==> config.mk <==
export PLATFORM = sky130hd
export DESIGN_NAME = inst_fetch_unit_flat
export DESIGN_NICKNAME = d
export VERILOG_FILES = /design/src/rtl/inst_fetch_unit_pkg.sv /design/src/rtl/inst_fetch_unit_if.sv /design/src/rtl/inst_fetch_unit.sv /design/src/flat_wrapper.sv
export SDC_FILE = /design/constraint.sdc
export NUM_CORES = 1
export LEC_CHECK = 0
export BUFFER_PORTS_ARGS = -buffer_cell sky130_fd_sc_hd__clkbuf_2
export CAP_MARGIN = 20
export CORE_MARGIN = 2
export CORE_UTILIZATION = 50
export CTS_BUF_LIST = sky130_fd_sc_hd__clkbuf_8
export DETAILED_ROUTE_END_ITERATION = 8
export GPL_TIMING_DRIVEN = 1
export PLACE_DENSITY = 0.8
export SLEW_MARGIN = 5
export SYNTH_ARGS = -nofsm -noshare
export SYNTH_HDL_FRONTEND = slang
export SYNTH_SLANG_ARGS = --single-unit
export TNS_END_PERCENT = 50
==> constraint.sdc <==
create_clock -name clk -period 2.58 [get_ports clk]
set_clock_uncertainty 0.15 [all_clocks]
set_input_delay 0.516 -clock clk [delete_from_list [all_inputs] [get_ports clk]]
set_output_delay 0.516 -clock clk [all_outputs]
set_load 0.02 [all_outputs]
==> src/rtl/inst_fetch_unit_pkg.sv <==
// Shared definitions for the instruction fetch unit: FSM state encoding,
// instruction field positions, default reset PC and the opcode/funct values
// the downstream controller decodes.
package inst_fetch_unit_pkg;

  typedef enum logic [1:0] {
    REQ  = 2'd0,
    WAIT = 2'd1,
    HOLD = 2'd2
  } fetchState_t;

  localparam int unsigned INST_W     = 32;
  localparam int unsigned OPCODE_MSB = 31;
  localparam int unsigned OPCODE_LSB = 26;
  localparam int unsigned FUNCT_MSB  = 5;
  localparam int unsigned FUNCT_LSB  = 0;

  localparam logic [31:0] DEFAULT_RESET_PC = 32'h0000_0000;

  // Opcodes
  localparam logic [5:0] OP_RTYPE = 6'h00;
  localparam logic [5:0] OP_J     = 6'h02;
  localparam logic [5:0] OP_JAL   = 6'h03;
  localparam logic [5:0] OP_BEQ   = 6'h04;
  localparam logic [5:0] OP_BNE   = 6'h05;
  localparam logic [5:0] OP_ADDI  = 6'h08;
  localparam logic [5:0] OP_LW    = 6'h23;
  localparam logic [5:0] OP_SW    = 6'h2B;

  // R-type funct codes
  localparam logic [5:0] FUNCT_JR   = 6'h08;
  localparam logic [5:0] FUNCT_JALR = 6'h09;
  localparam logic [5:0] FUNCT_ADD  = 6'h20;
  localparam logic [5:0] FUNCT_SUB  = 6'h22;
  localparam logic [5:0] FUNCT_AND  = 6'h24;
  localparam logic [5:0] FUNCT_OR   = 6'h25;
  localparam logic [5:0] FUNCT_SLT  = 6'h2A;

endpackage

==> src/rtl/inst_fetch_unit_if.sv <==
// Instruction memory request/response bus. The fetch unit is the master;
// the memory is the slave.
interface inst_fetch_unit_if
  import inst_fetch_unit_pkg::*;
#(
  parameter int unsigned ADDR_W = 32
);

  logic              imem_req;
  logic [ADDR_W-1:0] imem_addr;
  logic              imem_ready;
  logic              imem_rvalid;
  logic [INST_W-1:0] imem_rdata;

  modport master (
    output imem_req,
    output imem_addr,
    input  imem_ready,
    input  imem_rvalid,
    input  imem_rdata
  );

  modport slave (
    input  imem_req,
    input  imem_addr,
    output imem_ready,
    output imem_rvalid,
    output imem_rdata
  );

endinterface

==> src/rtl/inst_fetch_unit.sv <==
// Instruction fetch unit: owns the PC, keeps one request outstanding to
// instruction memory, holds the fetched word for the decoder and handles PC
// redirects, discarding any in-flight response a redirect makes stale.
// Optional build macro FETCH_STATS_EN adds fetch_count / kill_count outputs.
module inst_fetch_unit
  import inst_fetch_unit_pkg::*;
#(
  parameter int unsigned          ADDR_W   = 32,
  parameter logic [ADDR_W-1:0]    RESET_PC = ADDR_W'(DEFAULT_RESET_PC)
) (
  input  logic                clk,
  input  logic                reset,
  inst_fetch_unit_if.master   imem,
  input  logic                stall,
  input  logic                redirect_valid,
  input  logic [ADDR_W-1:0]   redirect_pc,
  output logic                inst_valid,
  output logic [INST_W-1:0]   inst,
  output logic [ADDR_W-1:0]   inst_pc,
  output logic [ADDR_W-1:0]   pc_plus4,
  output logic [5:0]          opcode,
  output logic [5:0]          funct
`ifdef FETCH_STATS_EN
  ,
  output logic [31:0]         fetch_count,
  output logic [31:0]         kill_count
`endif
);

  localparam logic [ADDR_W-1:0] ALIGN_MASK = ~ADDR_W'(3);

  fetchState_t       state;
  logic [ADDR_W-1:0] pc;
  logic              kill;
  logic [ADDR_W-1:0] redirectTarget;

  assign redirectTarget = redirect_pc & ALIGN_MASK;

  assign imem.imem_req  = (state == REQ) && !reset;
  assign imem.imem_addr = pc;

  assign pc_plus4 = inst_pc + ADDR_W'(4);
  assign opcode   = inst[OPCODE_MSB:OPCODE_LSB];
  assign funct    = inst[FUNCT_MSB:FUNCT_LSB];

  // Fetch FSM, PC register and instruction register.
  // pc keeps the outstanding request address until its response lands, so
  // inst_pc is taken from pc and pc only advances on a captured response.
  always_ff @(posedge clk) begin
    if (reset) begin
      pc         <= RESET_PC & ALIGN_MASK;
      state      <= REQ;
      kill       <= 1'b0;
      inst       <= '0;
      inst_pc    <= '0;
      inst_valid <= 1'b0;
    end else begin
      case (state)
        REQ: begin
          if (redirect_valid) pc <= redirectTarget;
          if (imem.imem_ready) begin
            state <= WAIT;
            kill  <= redirect_valid;
          end
        end
        WAIT: begin
          if (imem.imem_rvalid) begin
            state <= REQ;
            kill  <= 1'b0;
            if (kill || redirect_valid) begin
              if (redirect_valid) pc <= redirectTarget;
            end else begin
              inst       <= imem.imem_rdata;
              inst_pc    <= pc;
              inst_valid <= 1'b1;
              pc         <= pc + ADDR_W'(4);
              state      <= HOLD;
            end
          end else if (redirect_valid) begin
            pc   <= redirectTarget;
            kill <= 1'b1;
          end
        end
        HOLD: begin
          if (redirect_valid || !stall) begin
            inst_valid <= 1'b0;
            state      <= REQ;
            if (redirect_valid) pc <= redirectTarget;
          end
        end
        default: state <= REQ;
      endcase
    end
  end

`ifdef FETCH_STATS_EN
  logic dropResp;
  assign dropResp = (state == WAIT) && imem.imem_rvalid && (kill || redirect_valid);

  // Accepted-instruction and dropped-response counters, wrapping at 2^32.
  always_ff @(posedge clk) begin
    if (reset) begin
      fetch_count <= '0;
      kill_count  <= '0;
    end else begin
      if (inst_valid && !stall) fetch_count <= fetch_count + 32'd1;
      if (dropResp)             kill_count  <= kill_count + 32'd1;
    end
  end
`endif

endmodule

==> src/flat_wrapper.sv <==
// flat-port wrapper written by rule: the top's interface ports become plain ports
module inst_fetch_unit_flat import inst_fetch_unit_pkg::*;
#(
  parameter int unsigned          ADDR_W   = 32,
  parameter logic [ADDR_W-1:0]    RESET_PC = ADDR_W'(DEFAULT_RESET_PC)
)
  (clk, reset, stall, redirect_valid, redirect_pc, inst_valid, inst, inst_pc, pc_plus4, opcode, funct, imem_imem_req, imem_imem_addr, imem_imem_ready, imem_imem_rvalid, imem_imem_rdata);
  inst_fetch_unit_if #(.ADDR_W(ADDR_W)) imem_i ();
  input  logic clk;
  input  logic reset;
  input  logic stall;
  input  logic redirect_valid;
  input  logic [ADDR_W-1:0] redirect_pc;
  output logic inst_valid;
  output logic [INST_W-1:0] inst;
  output logic [ADDR_W-1:0] inst_pc;
  output logic [ADDR_W-1:0] pc_plus4;
  output logic [5:0] opcode;
  output logic [5:0] funct;
  output wire logic [$bits(imem_i.imem_req)-1:0] imem_imem_req;
  output wire logic [$bits(imem_i.imem_addr)-1:0] imem_imem_addr;
  input wire logic [$bits(imem_i.imem_ready)-1:0] imem_imem_ready;
  input wire logic [$bits(imem_i.imem_rvalid)-1:0] imem_imem_rvalid;
  input wire logic [$bits(imem_i.imem_rdata)-1:0] imem_imem_rdata;
  assign imem_imem_req = imem_i.imem_req;
  assign imem_imem_addr = imem_i.imem_addr;
  assign imem_i.imem_ready = imem_imem_ready;
  assign imem_i.imem_rvalid = imem_imem_rvalid;
  assign imem_i.imem_rdata = imem_imem_rdata;
  inst_fetch_unit #(.ADDR_W(ADDR_W), .RESET_PC(RESET_PC)) u_core (.clk(clk), .reset(reset), .imem(imem_i), .stall(stall), .redirect_valid(redirect_valid), .redirect_pc(redirect_pc), .inst_valid(inst_valid), .inst(inst), .inst_pc(inst_pc), .pc_plus4(pc_plus4), .opcode(opcode), .funct(funct));
endmodule
Yosys cells after proc, flatten, opt, wreduce, memory -nomap -nowiden --
Index checks and enable logic that the tools add are counted.
Operators by class: add/sub/neg operators 2, eq/ne operators 7, muxes and demuxes 18, bitwise operators 1, reduce and logical (&&, ||, !) cells 14
Operators by type and width (count):
- 32-bit two-way mux | 4
- 32-bit case mux with 3 select lines | 1
- 32-bit by 3-bit adder with 32-bit output (second input constant) | 2
- 3-bit AND reduction | 3
- 2-bit two-way mux | 4
- 1-bit two-way mux | 6
- 2-bit != test (second input constant) | 3
- 2-bit case mux with 3 select lines | 1
- 1-bit case mux with 2 select lines | 2
- 4-bit AND reduction | 1
- 2-bit nonzero test | 2
- 3-bit != test (second input constant) | 1
- 3-bit nonzero test | 1
- 2-bit by 1-bit == test with 1-bit output (second input constant) | 1
- 2-bit == test (second input constant) | 1
- 1-bit zero test | 2
- 2-bit zero test | 1
- 1-bit logical OR | 2
- 2-bit by 1-bit != test with 1-bit output (second input constant) | 1
- 2-bit AND reduction | 1
- 1-bit logical AND | 1
- 1-bit NOT | 1
Storage, ports and cells: register bits 100, input port bits 70, output and inout port bits 142, logic and storage cells 48

Depth between registers and ports, before layout --
Gate-level depths: netlist of run 1.
word-level depth 4, gate-level depth with buffers 7, depth with buffers taken out 6

Worst setup path before layout of run 1 --
No wires, ideal clock.
kind register to output, start point register u_core.inst_pc[6], end point output pc_plus4[22], arrival time 1.912 ns, required time 1.914 ns, path slack 0.002 ns, stages on the path, launching flop included 6, path through dfxtp_1 -> and4_1 -> nand3_1 -> nor3_2 -> nand4_1 -> xnor2_1
On the way: word-level cells in the longest chain between the ends 1
RTL lines:
- from (decl) | RTL line inst_fetch_unit.sv:19 | output logic [ADDR_W-1:0] inst_pc,
- from (signal assigned) | RTL line inst_fetch_unit.sv:74 | inst_pc <= pc;
- 32-bit by 3-bit adder with 32-bit output | RTL line inst_fetch_unit.sv:42 | assign pc_plus4 = inst_pc + ADDR_W'(4);
- to (decl) | RTL line flat_wrapper.sv:17 | output logic [ADDR_W-1:0] pc_plus4;
No other way between the ends.

Final worst setup path of run 1 --
start point register u_core.inst_pc[5], end point output pc_plus4[31]
Same word-level chain as after synthesis.

==> results of run 1 <==
==> cell type report <==
type	count	area, µm²	share of cell area
multi-input combinational	495	2770	0.419
sequential	100	2030	0.308
timing repair buffer	253	1420	0.215
tap	133	166	0.0252
clock buffer	10	138	0.0208
clock inverter	5	61.3	0.00928
inverter	6	22.5	0.00341
==> where the power goes <==
group	internal [µW]	switching [µW]	total [µW]
logic	166	270	436
clock network	475	549	1020
registers	1590	72.5	1660
==> what timing repair did <==
item,in CTS,in global routing
endpoints found under the hold margin,0,0
gates resized for setup,28,27
hold buffers,0,0
setup endpoints to repair,18,14
setup buffers,7,4
pin swaps,8,8
==> per-layer routing <==
metal  GRT usage  part of all wire
met5           0                 0
met4      0.0956             0.019
met3      0.0451             0.073
met2       0.482              0.49
met1       0.376              0.42
==> registers in the layout, indices dropped and copies added (netlist names) <==
signal,flops
u_core.state,2
u_core.imem.imem_addr,32
u_core.inst_pc,32
u_core.inst_valid,1
u_core.kill,1
u_core.inst,32
==> cell usage after synthesis (3+ instances only) <==
| cell type | n | area, µm² |
|---|---|---|
| buf_2 | 18 | 90.1 |
| o22ai_1 | 6 | 37.5 |
| o21ai_0 | 16 | 80.1 |
| a31oi_1 | 7 | 43.8 |
| xnor2_1 | 21 | 184 |
| nand4_1 | 20 | 125 |
| nor3b_1 | 5 | 37.5 |
| a211oi_1 | 5 | 37.5 |
| buf_4 | 16 | 120 |
| nand2_1 | 156 | 586 |
| dfxtp_1 | 100 | 2000 |
| a22oi_1 | 8 | 60.1 |
| or3_1 | 4 | 25.0 |
| xor2_1 | 10 | 87.6 |
| and4_1 | 7 | 61.3 |
| and3_1 | 16 | 100 |
| clkbuf_1 | 24 | 90.1 |
| nor2_1 | 38 | 143 |
| inv_1 | 5 | 18.8 |
| nor4_1 | 3 | 18.8 |
| a21oi_1 | 84 | 420 |
| a221oi_1 | 5 | 43.8 |
| nor3_1 | 17 | 85.1 |
| nand3_1 | 24 | 120 |
| mux2i_1 | 5 | 50.1 |
==> how the worst max path moves through the flow <==
| stage | startpoint | to | slack, ps |
|---|---|---|---|
| floorplan | u_core.inst_pc[6] | pc_plus4[22] | 2 |
| global placement | u_core.inst_pc[9] | pc_plus4[17] | 200 |
| detailed placement | u_core.inst_pc[7] | pc_plus4[31] | 110 |
| CTS | u_core.inst_pc[2] | pc_plus4[31] | -70 |
| global route | u_core.inst_pc[3] | pc_plus4[29] | -120 |
| finish | u_core.inst_pc[5] | pc_plus4[31] | -60 |
==> cells by family after synthesis <==
| group | Yosys count |
|---|---|
| adders and majority gates | 2 |
| AOI/OAI and AO/OA | 150 |
| buffers and inverters | 66 |
| and+or+nand+nor | 307 |
| DFF | 100 |
| xor gates and xnor gates | 31 |
| muxes | 5 |
==> per-stage QoR <==
| stage | setup TNS [ps] | util |
|---|---|---|
| 2_1_floorplan | 0 | - |
| 3_3_place_gp | 0 | 0.635 |
| 3_5_place_dp | 0 | 0.635 |
| 4_1_cts | -168 | 0.669 |
| 5_1_grt | -707 | 0.676 |
| 6_report | -67.0 | 0.676 |
==> critical path, stage by stage (launching register included) <==
cell     delay, ps
dfxtp_2        340
and4_4         230
nand4_1        180
nor2_4         200
nand4_1        230
xnor2_1        240
buf_4          180
==> impl_metrics.toml, run 1 <==
[route]
dr.pass1.iters = 5
vias = 5684
antenna_left = 0
vias_per_cell = 5.67
wirelength_mm = 16.2
wl_per_cell_um = 16.1
drc = 0
drtIter0Drc = 489

[worst_hold_path]
hp-class = "input port to flip-flop"
min_to = "u_core.inst[3]"
holdCritStartpoint = "imem_imem_rdata[3]"
whs_path_depth = 3

[grt]
grt_overflow = 0
grt_max_degree = 54
grt_antenna_before_repair = 0
grt_pass1_wl_mm = 26.1
track_usage = 0.287
grt_pass1_vias = 5269

[setup_path]
cp-end-kind = "output port"
r2r_cells = 5
worstReg2RegEnd = "u_core.imem.imem_addr[25]"
cp.required_ps = 1910
start_kind = "flip-flop"
arrival_ps = 1970
reg2reg_slack_ps = 210
r2r_start = "u_core.state[1]"
crit_path_max_fanout = 3
worst-setup-path-type = "flip-flop to output port"

[synth]
avgSynthCellArea_um2 = 7.62
synth_cell_types = 59
synth-simple-area-share = 0.289
synth_edf_count = 0
synth_compound_area_frac = 0.178
synthAdderAreaFrac = 0.00497
synth_warnings = 0
synth-seq-area-share = 0.398
synth_mux_area_frac = 0.00994
syn_inst = 661
synth_top_family_by_area = "simple AND/OR/NAND/NOR gates"
syn_nets = 733
synthXorXnorAreaFrac = 0.0539
syn_area_mm2 = 0.00503
async_flop_share = 0
synth-seq-cells = 100
synthFlopType = "dfxtp_1"

[placement]
pre_cts_ws_ps = 106
place_congestion = 0.869
io_buffers = 209
dp_cells = 976
dpl-instance-area_mm2 = 0.00621
hpwl_mm = 11.6

[final_layout]
fin_nets = 937
layout_common_cells = "clkbuf_2, nand2_1, dfxtp_1"
nFillCells = 834
diodes = 0
stdcell_count = 1002
drive_above_1_share = 0.351
synthToLayoutAreaGrowth_pct = 31.2
mostFrequentLayoutCell = "clkbuf_2"
final_area_mm2 = 0.00661

[sta]
layout_setup_ws_ps = -55.0
finalMaxSlewViolations = 0
grt_setup_unrepaired = "yes"
setup_viol = 3
max_freq_ghz = 0.380
hold_viol_final = 0
finalCritPeriodShare = 1.02
finalCriticalPeriod_ps = 2640
maxSlewHeadroom = 0.315
holdWs_ps = 205
worst_pin_slew_ps = 1020

[die]
dieArea_mm2 = 0.0109
rows = 36
dieWidth_um = 104
start_util = 0.515
placeableCoreArea_mm2 = 0.00977
io_pins = 212
die-height_um = 104

[job]
maxCapViolCount = 0

[pwr]
p_total_uw = 3120
p_leak_uw = 0.00288
ir_drop_uv = 246
power_density_mw_per_mm2 = 472

[clock_tree]
clk_latency_ps = 370
cts-buffers-inserted = 9
htreeDepth = 3
clkSinkCount = 100
root_buffer = "clkbuf_8"
clk_path_buf_depth = 2
cts_tree = "done"
clk_pin_slew_ps = 100

[outcome]
violations = "setup timing"
status = "finished with violations"
Note: power is estimated with default switching activity, not from simulation.
==> inputs of run 2 (changes only) <==
--- a/config.mk
+++ b/config.mk
@@ -5,14 +5,15 @@
 export SDC_FILE = /design/constraint.sdc
 export NUM_CORES = 1
 export LEC_CHECK = 0
+export ABC_AREA = 1
 export BUFFER_PORTS_ARGS = -buffer_cell sky130_fd_sc_hd__clkbuf_2
 export CAP_MARGIN = 20
 export CORE_MARGIN = 2
-export CORE_UTILIZATION = 50
+export CORE_UTILIZATION = 51
 export CTS_BUF_LIST = sky130_fd_sc_hd__clkbuf_8
 export DETAILED_ROUTE_END_ITERATION = 8
 export GPL_TIMING_DRIVEN = 1
-export PLACE_DENSITY = 0.8
+export PLACE_DENSITY = 0.79
 export SLEW_MARGIN = 5
 export SYNTH_ARGS = -nofsm -noshare
 export SYNTH_HDL_FRONTEND = slang
==> impl_metrics.toml, run 2 <==
[synth]
netlist.area_leader.share = 0.353
synth-seq-cells = 100
synth_common_cells = "nand2_1, nor2_1, dfxtp_1, o21ai_0, inv_1"
synth_warnings = 0
synth_most_common_cell = "nand2_1"
async_flop_share = 0
synth_cell_types = 42
syn_area_mm2 = 0.00567
synthFlopType = "dfxtp_1"
synth_edf_count = 0
syn_inst = 869
syn_nets = 941
avgSynthCellArea_um2 = 6.52
synth-seq-area-share = 0.353
yosysTopAreaCell = "dfxtp_1"
synthTopCellsByArea = "dfxtp_1, nand2_1, nor2_1"

[route]
wirelength_mm = 18.6
vias = 6479
antenna_left = 0
dr.pass1.iters = 9
drc = 0
drtIter0Drc = 526
vias_per_cell = 5.31
wl_per_cell_um = 15.2

[sta]
layout_setup_ws_ps = -69.9
worst_pin_slew_ps = 513
finalCriticalPeriod_ps = 2650
fin_tns_setup_ps = -211
setup_viol = 7
grt_setup_unrepaired = "yes"
finalCritPeriodShare = 1.03
hold_viol_final = 0
finalMaxSlewViolations = 0
maxSlewHeadroom = 0.655
max_freq_ghz = 0.377

[worst_hold_path]
hp-class = "input port to flip-flop"

[placement]
pre_cts_ws_ps = 85.3
hpwl_mm = 13.7
place_congestion = 0.901
io_buffers = 209

[die]
die-height_um = 109
rows = 38
dieArea_mm2 = 0.0120
io_pins = 212
placeableCoreArea_mm2 = 0.0108
dieWidth_um = 109
start_util = 0.523

[setup_path]
crit_family = "buffers and inverters"
crit_chain = "inv_1 > buf_4 > nor3_1 > nand4_1 > nor3_2 > xor2_1 > clkbuf_4"
crit_path_top_delay_cell = "dfxtp_1"
cp_slowest_stage_delay_ps = 370
arrival_ps = 1980
cp-end-kind = "output port"
cp.required_ps = 1910
start_kind = "flip-flop"
crit_path_max_fanout = 3
cp_num_buf_inv = 3
worst-setup-path-type = "flip-flop to output port"

[clock_tree]
htreeDepth = 3
cts_tree = "done"
clk_latency_ps = 380
holdBufCountCts = 0
cts-buffers-inserted = 9
root_buffer = "clkbuf_8"
clk_path_buf_depth = 2
clk_pin_slew_ps = 100
clkSinkCount = 100

[job]
maxCapViolCount = 0

[grt]
grt_pass1_vias = 5805
grt_pass1_wl_mm = 27.9
grt_overflow = 0
grt_antenna_before_repair = 0
track_usage = 0.298
grt_max_degree = 76

[pwr]
ir_drop_uv = 323
power_density_mw_per_mm2 = 445
p_leak_uw = 0.00330

[final_layout]
drive_above_1_share = 0.300
synthToLayoutAreaGrowth_pct = 30.0
layout_common_cells = "clkbuf_2, nand2_1, nor2_1"
diodes = 0
multi_input_area_mm2 = 0.00329
mostFrequentLayoutCell = "clkbuf_2"
fin_nets = 1148
regArea_mm2 = 0.00203
nFillCells = 985

[outcome]
violations = "setup timing"
status = "finished with violations"
-- run 2: cell count changes in the layout (fill, tap and decap cells not counted), moves of 14 or more --
cell     before  now
nor2_1       36  161
o21ai_0      16   90
inv_1         5   64
a21oi_1      84   56
nand2_1     156  174
xnor2_1      21    4
and3_1       14    0
xor2_1       10   24
-- run 2: cells by family after synthesis --
group / count (synthesis) / share of synthesized area
AO/OA/AOI/OAI: 195 / 0.189
adder cells (fa/ha/maj): 2 / 0.00442
flip-flops: 100 / 0.353
XOR/XNOR: 31 / 0.0479
AND/OR/NAND/NOR: 416 / 0.301
multiplexers: 1 / 0.00177
buffers and inverters: 124 / 0.103
-- run 2: per-stage QoR --
step / power [µW] / hold slack, ps / util / area, µm² / instances
6_report: 3280 / 231 / 0.679 / 7360 / 1220
5_1_grt: 3430 / 236 / 0.679 / 7360 / 1220
4_1_cts: 3280 / 227 / 0.666 / 7220 / 1215
3_5_place_dp: 2370 / 311 / 0.627 / 6790 / 1189
3_3_place_gp: 2370 / 310 / 0.627 / 6790 / 1189
2_1_floorplan: 2130 / 356 / - / 5670 / 869
-- run 2: area by class of cell --
type / instances / area share
clock buffer: 9 / 0.0168
clock inverter: 6 / 0.00561
inverter: 70 / 0.0364
multi-input combinational: 645 / 0.447
sequential: 100 / 0.276
tap: 140 / 0.0238
timing repair buffer: 250 / 0.195
-- run 2: final timing paths --
check                                start                   endpoint  slack (ps)  cells after the start
hold / removal         imem_imem_rdata[12]            u_core.inst[12]         230                      3
setup reg to reg  u_core.imem.imem_addr[3]  u_core.imem.imem_addr[22]         370                     10
setup / recovery        u_core.inst_pc[18]               pc_plus4[29]         -70                      7
hold reg to reg   u_core.imem.imem_addr[1]   u_core.imem.imem_addr[1]         330                      2
-- run 2: worst reg2reg max path: stages, from the launching register on --
cell	delay (ps)
dfxtp_1	450
ha_1	240
nand2_1	80
nor2_1	100
nand2_1	100
nor2_1	350
nand3_1	230
o21ai_0	210
nand2_1	90
nand2_1	60
a21oi_1	50
-- run 2: timing repair --
action	4_1_cts	5_1_grt
cloned	0	0
resized for setup	53	29
setup endpoints to repair	15	16
buffers inserted	12	5
pin swaps	13	12
endpoints found under the hold margin	0	0
-- run 2: routing by layer --
layer,GRT usage,up-vias,wire length (µm)
met5,0,-,0
met4,0.133,0,582
met2,0.505,302,8800
met1,0.364,2900,7630
met3,0.0581,44,1590
li1,-,3233,-
-- run 2: power by group --
group / switching (µW) / internal, µW
logic: 417 / 236
clock network: 569 / 348
registers: 96.3 / 1610
total: 1080 / 2200
==> inputs of run 3 (changes only) <==
--- a/config.mk
+++ b/config.mk
@@ -14,6 +14,7 @@
 export DETAILED_ROUTE_END_ITERATION = 8
 export GPL_TIMING_DRIVEN = 1
 export PLACE_DENSITY = 0.79
+export SKIP_LAST_GASP = 1
 export SLEW_MARGIN = 5
 export SYNTH_ARGS = -nofsm -noshare
 export SYNTH_HDL_FRONTEND = slang
==> constraint.sdc (replaced) <==
create_clock -name clk -period 2.8 [get_ports clk]
set_clock_uncertainty 0.15 [all_clocks]
set_input_delay 0.56 -clock clk [delete_from_list [all_inputs] [get_ports clk]]
set_output_delay 0.56 -clock clk [all_outputs]
set_load 0.02 [all_outputs]
==> impl_metrics.toml, run 3 (same netlist as run 2, synthesis figures left out) <==
[grt]
track_usage = 0.298
grt_pass1_vias = 5764
grt_antenna_before_repair = 0
grt_max_degree = 81
grt_pass1_wl_mm = 28.0
grt_overflow = 0

[sta]
finalCriticalPeriod_ps = 2810
max_freq_ghz = 0.355
setup_viol = 1
finalCritPeriodShare = 1.00
worst_pin_slew_ps = 556
finalMaxSlewViolations = 0
layout_setup_ws_ps = -13.3
grt_setup_unrepaired = "yes"
hold_viol_final = 0
maxSlewHeadroom = 0.626

[placement]
dpl-instance-area_mm2 = 0.00674
hpwl_mm = 13.6
pre_cts_ws_ps = 249
io_buffers = 209
place_congestion = 0.900

[die]
placeableCoreArea_mm2 = 0.0108
rows = 38
dieArea_mm2 = 0.0120
start_util = 0.523
die-height_um = 109
io_pins = 212
dieWidth_um = 109

[clock_tree]
clk_pin_slew_ps = 110
htreeDepth = 3
clk_latency_ps = 380
cts-buffers-inserted = 9
cts_tree = "done"
root_buffer = "clkbuf_8"
clkSinkCount = 100
clk_path_buf_depth = 2
holdBufCountCts = 0

[route]
wl_per_cell_um = 15.1
dr.pass1.iters = 7
drc = 0
vias = 6356
drtIter0Drc = 494
wirelength_mm = 18.2
vias_per_cell = 5.29
antenna_left = 0

[final_layout]
synthToLayoutAreaGrowth_pct = 25.8
fin_nets = 1129
final_area_mm2 = 0.00713
nFillCells = 1062
mostFrequentLayoutCell = "clkbuf_2"
layout_common_cells = "clkbuf_2, nand2_1, nor2_1"
fin_util = 0.657
drive_above_1_share = 0.276
diodes = 0

[pwr]
p_seq_frac = 0.499
p_leak_uw = 0.00312
internal_power_uw = 2130
switching_share = 0.327
ir_drop_uv = 325
comb_power_share = 0.182
clkPwrFrac = 0.319
power_switching_uw = 1040
p_total_uw = 3170
power_density_mw_per_mm2 = 444

[outcome]
violations = "setup timing"
status = "finished with violations"

[setup_path]
start_kind = "flip-flop"
crit_path_top_delay_cell = "dfxtp_1"
cp.required_ps = 2090
cp_common_cell = "nor3_1"
arrival_ps = 2100
cp_slowest_stage_delay_ps = 440
cp-end-kind = "output port"
crit_path_max_fanout = 4
crit_chain = "inv_1 > nor3_1 > nand4_1 > nor3_1 > xor2_1 > clkbuf_2"
worst-setup-path-type = "flip-flop to output port"

[worst_hold_path]
hp-class = "input port to flip-flop"

[job]
maxCapViolCount = 0
-- run 3: changes by cell type in the layout (fill, tap and decap cells not counted), moves of 3 or more --
cell,previous run,this run
buf_4,40,22
nor2_2,1,7
dfxtp_1,87,92
dfxtp_2,8,3
nor2_4,5,0
nand2_1,174,178
nor3_1,12,16
buf_6,3,0
clkbuf_2,201,204
nand2_4,4,1
nor3_4,4,1
-- run 3: final timing paths --
kind | slack (ps) | depth (start not counted) | endpoint | startpoint
max reg2reg | 590 | 10 | u_core.imem.imem_addr[22] | u_core.imem.imem_addr[3]
min | 270 | 3 | u_core.inst[4] | imem_imem_rdata[4]
min reg2reg | 330 | 2 | u_core.imem.imem_addr[1] | u_core.imem.imem_addr[1]
max | -10 | 6 | pc_plus4[29] | u_core.inst_pc[22]
-- run 3: worst max-delay path, delay by kind of cell (launching register included) --
family / cells / cell delay, ps
buffers and inverters: 2 / 340
DFF: 1 / 440
xor gates and xnor gates: 1 / 270
and+or+nand+nor: 3 / 680
-- run 3: what timing repair did --
action | in CTS | in global routing
setup buffers | 4 | 0
endpoints found under the setup margin | 13 | 10
gates resized for setup | 31 | 13
pin swaps | 5 | 7
-- run 3: final cells by class --
cell class / count / area [µm²] / area share
Sequential cell: 100 / 2020 / 0.284
Inverter: 70 / 265 / 0.0372
Clock inverter: 7 / 92.6 / 0.0130
Multi-Input combinational cell: 645 / 3180 / 0.446
Tap cell: 140 / 175 / 0.0246
Timing Repair Buffer: 231 / 1260 / 0.177
Clock buffer: 9 / 124 / 0.0174
-- run 3: power groups by stage --
| stage | registers [µW] | clock network [µW] | logic [µW] |
|---|---|---|---|
| floorplan | 1670 | 0 | 293 |
| global placement | 1610 | 0 | 564 |
| detailed placement | 1610 | 0 | 570 |
| CTS | 1580 | 1030 | 574 |
| global route | 1590 | 1090 | 636 |
| finish | 1580 | 1010 | 576 |
-- run 3: layer usage --
metal | wire length (µm) | share of wire | track usage | vias to the layer above
li1 | - | - | - | 3188
met1 | 7620 | 0.42 | 0.371 | 2859
met2 | 8630 | 0.47 | 0.504 | 278
met3 | 1510 | 0.083 | 0.0551 | 31
met4 | 422 | 0.023 | 0.127 | 0
met5 | 0 | 0 | 0 | -
-- run 3: stage by stage --
step	hold WS (ps)	TNS [ps]	cells
floorplan	356	0	869
global placement	311	0	1182
detailed placement	310	0	1182
CTS	260	-3.91	1202
global route	273	-102	1202
finish	272	-13.3	1202
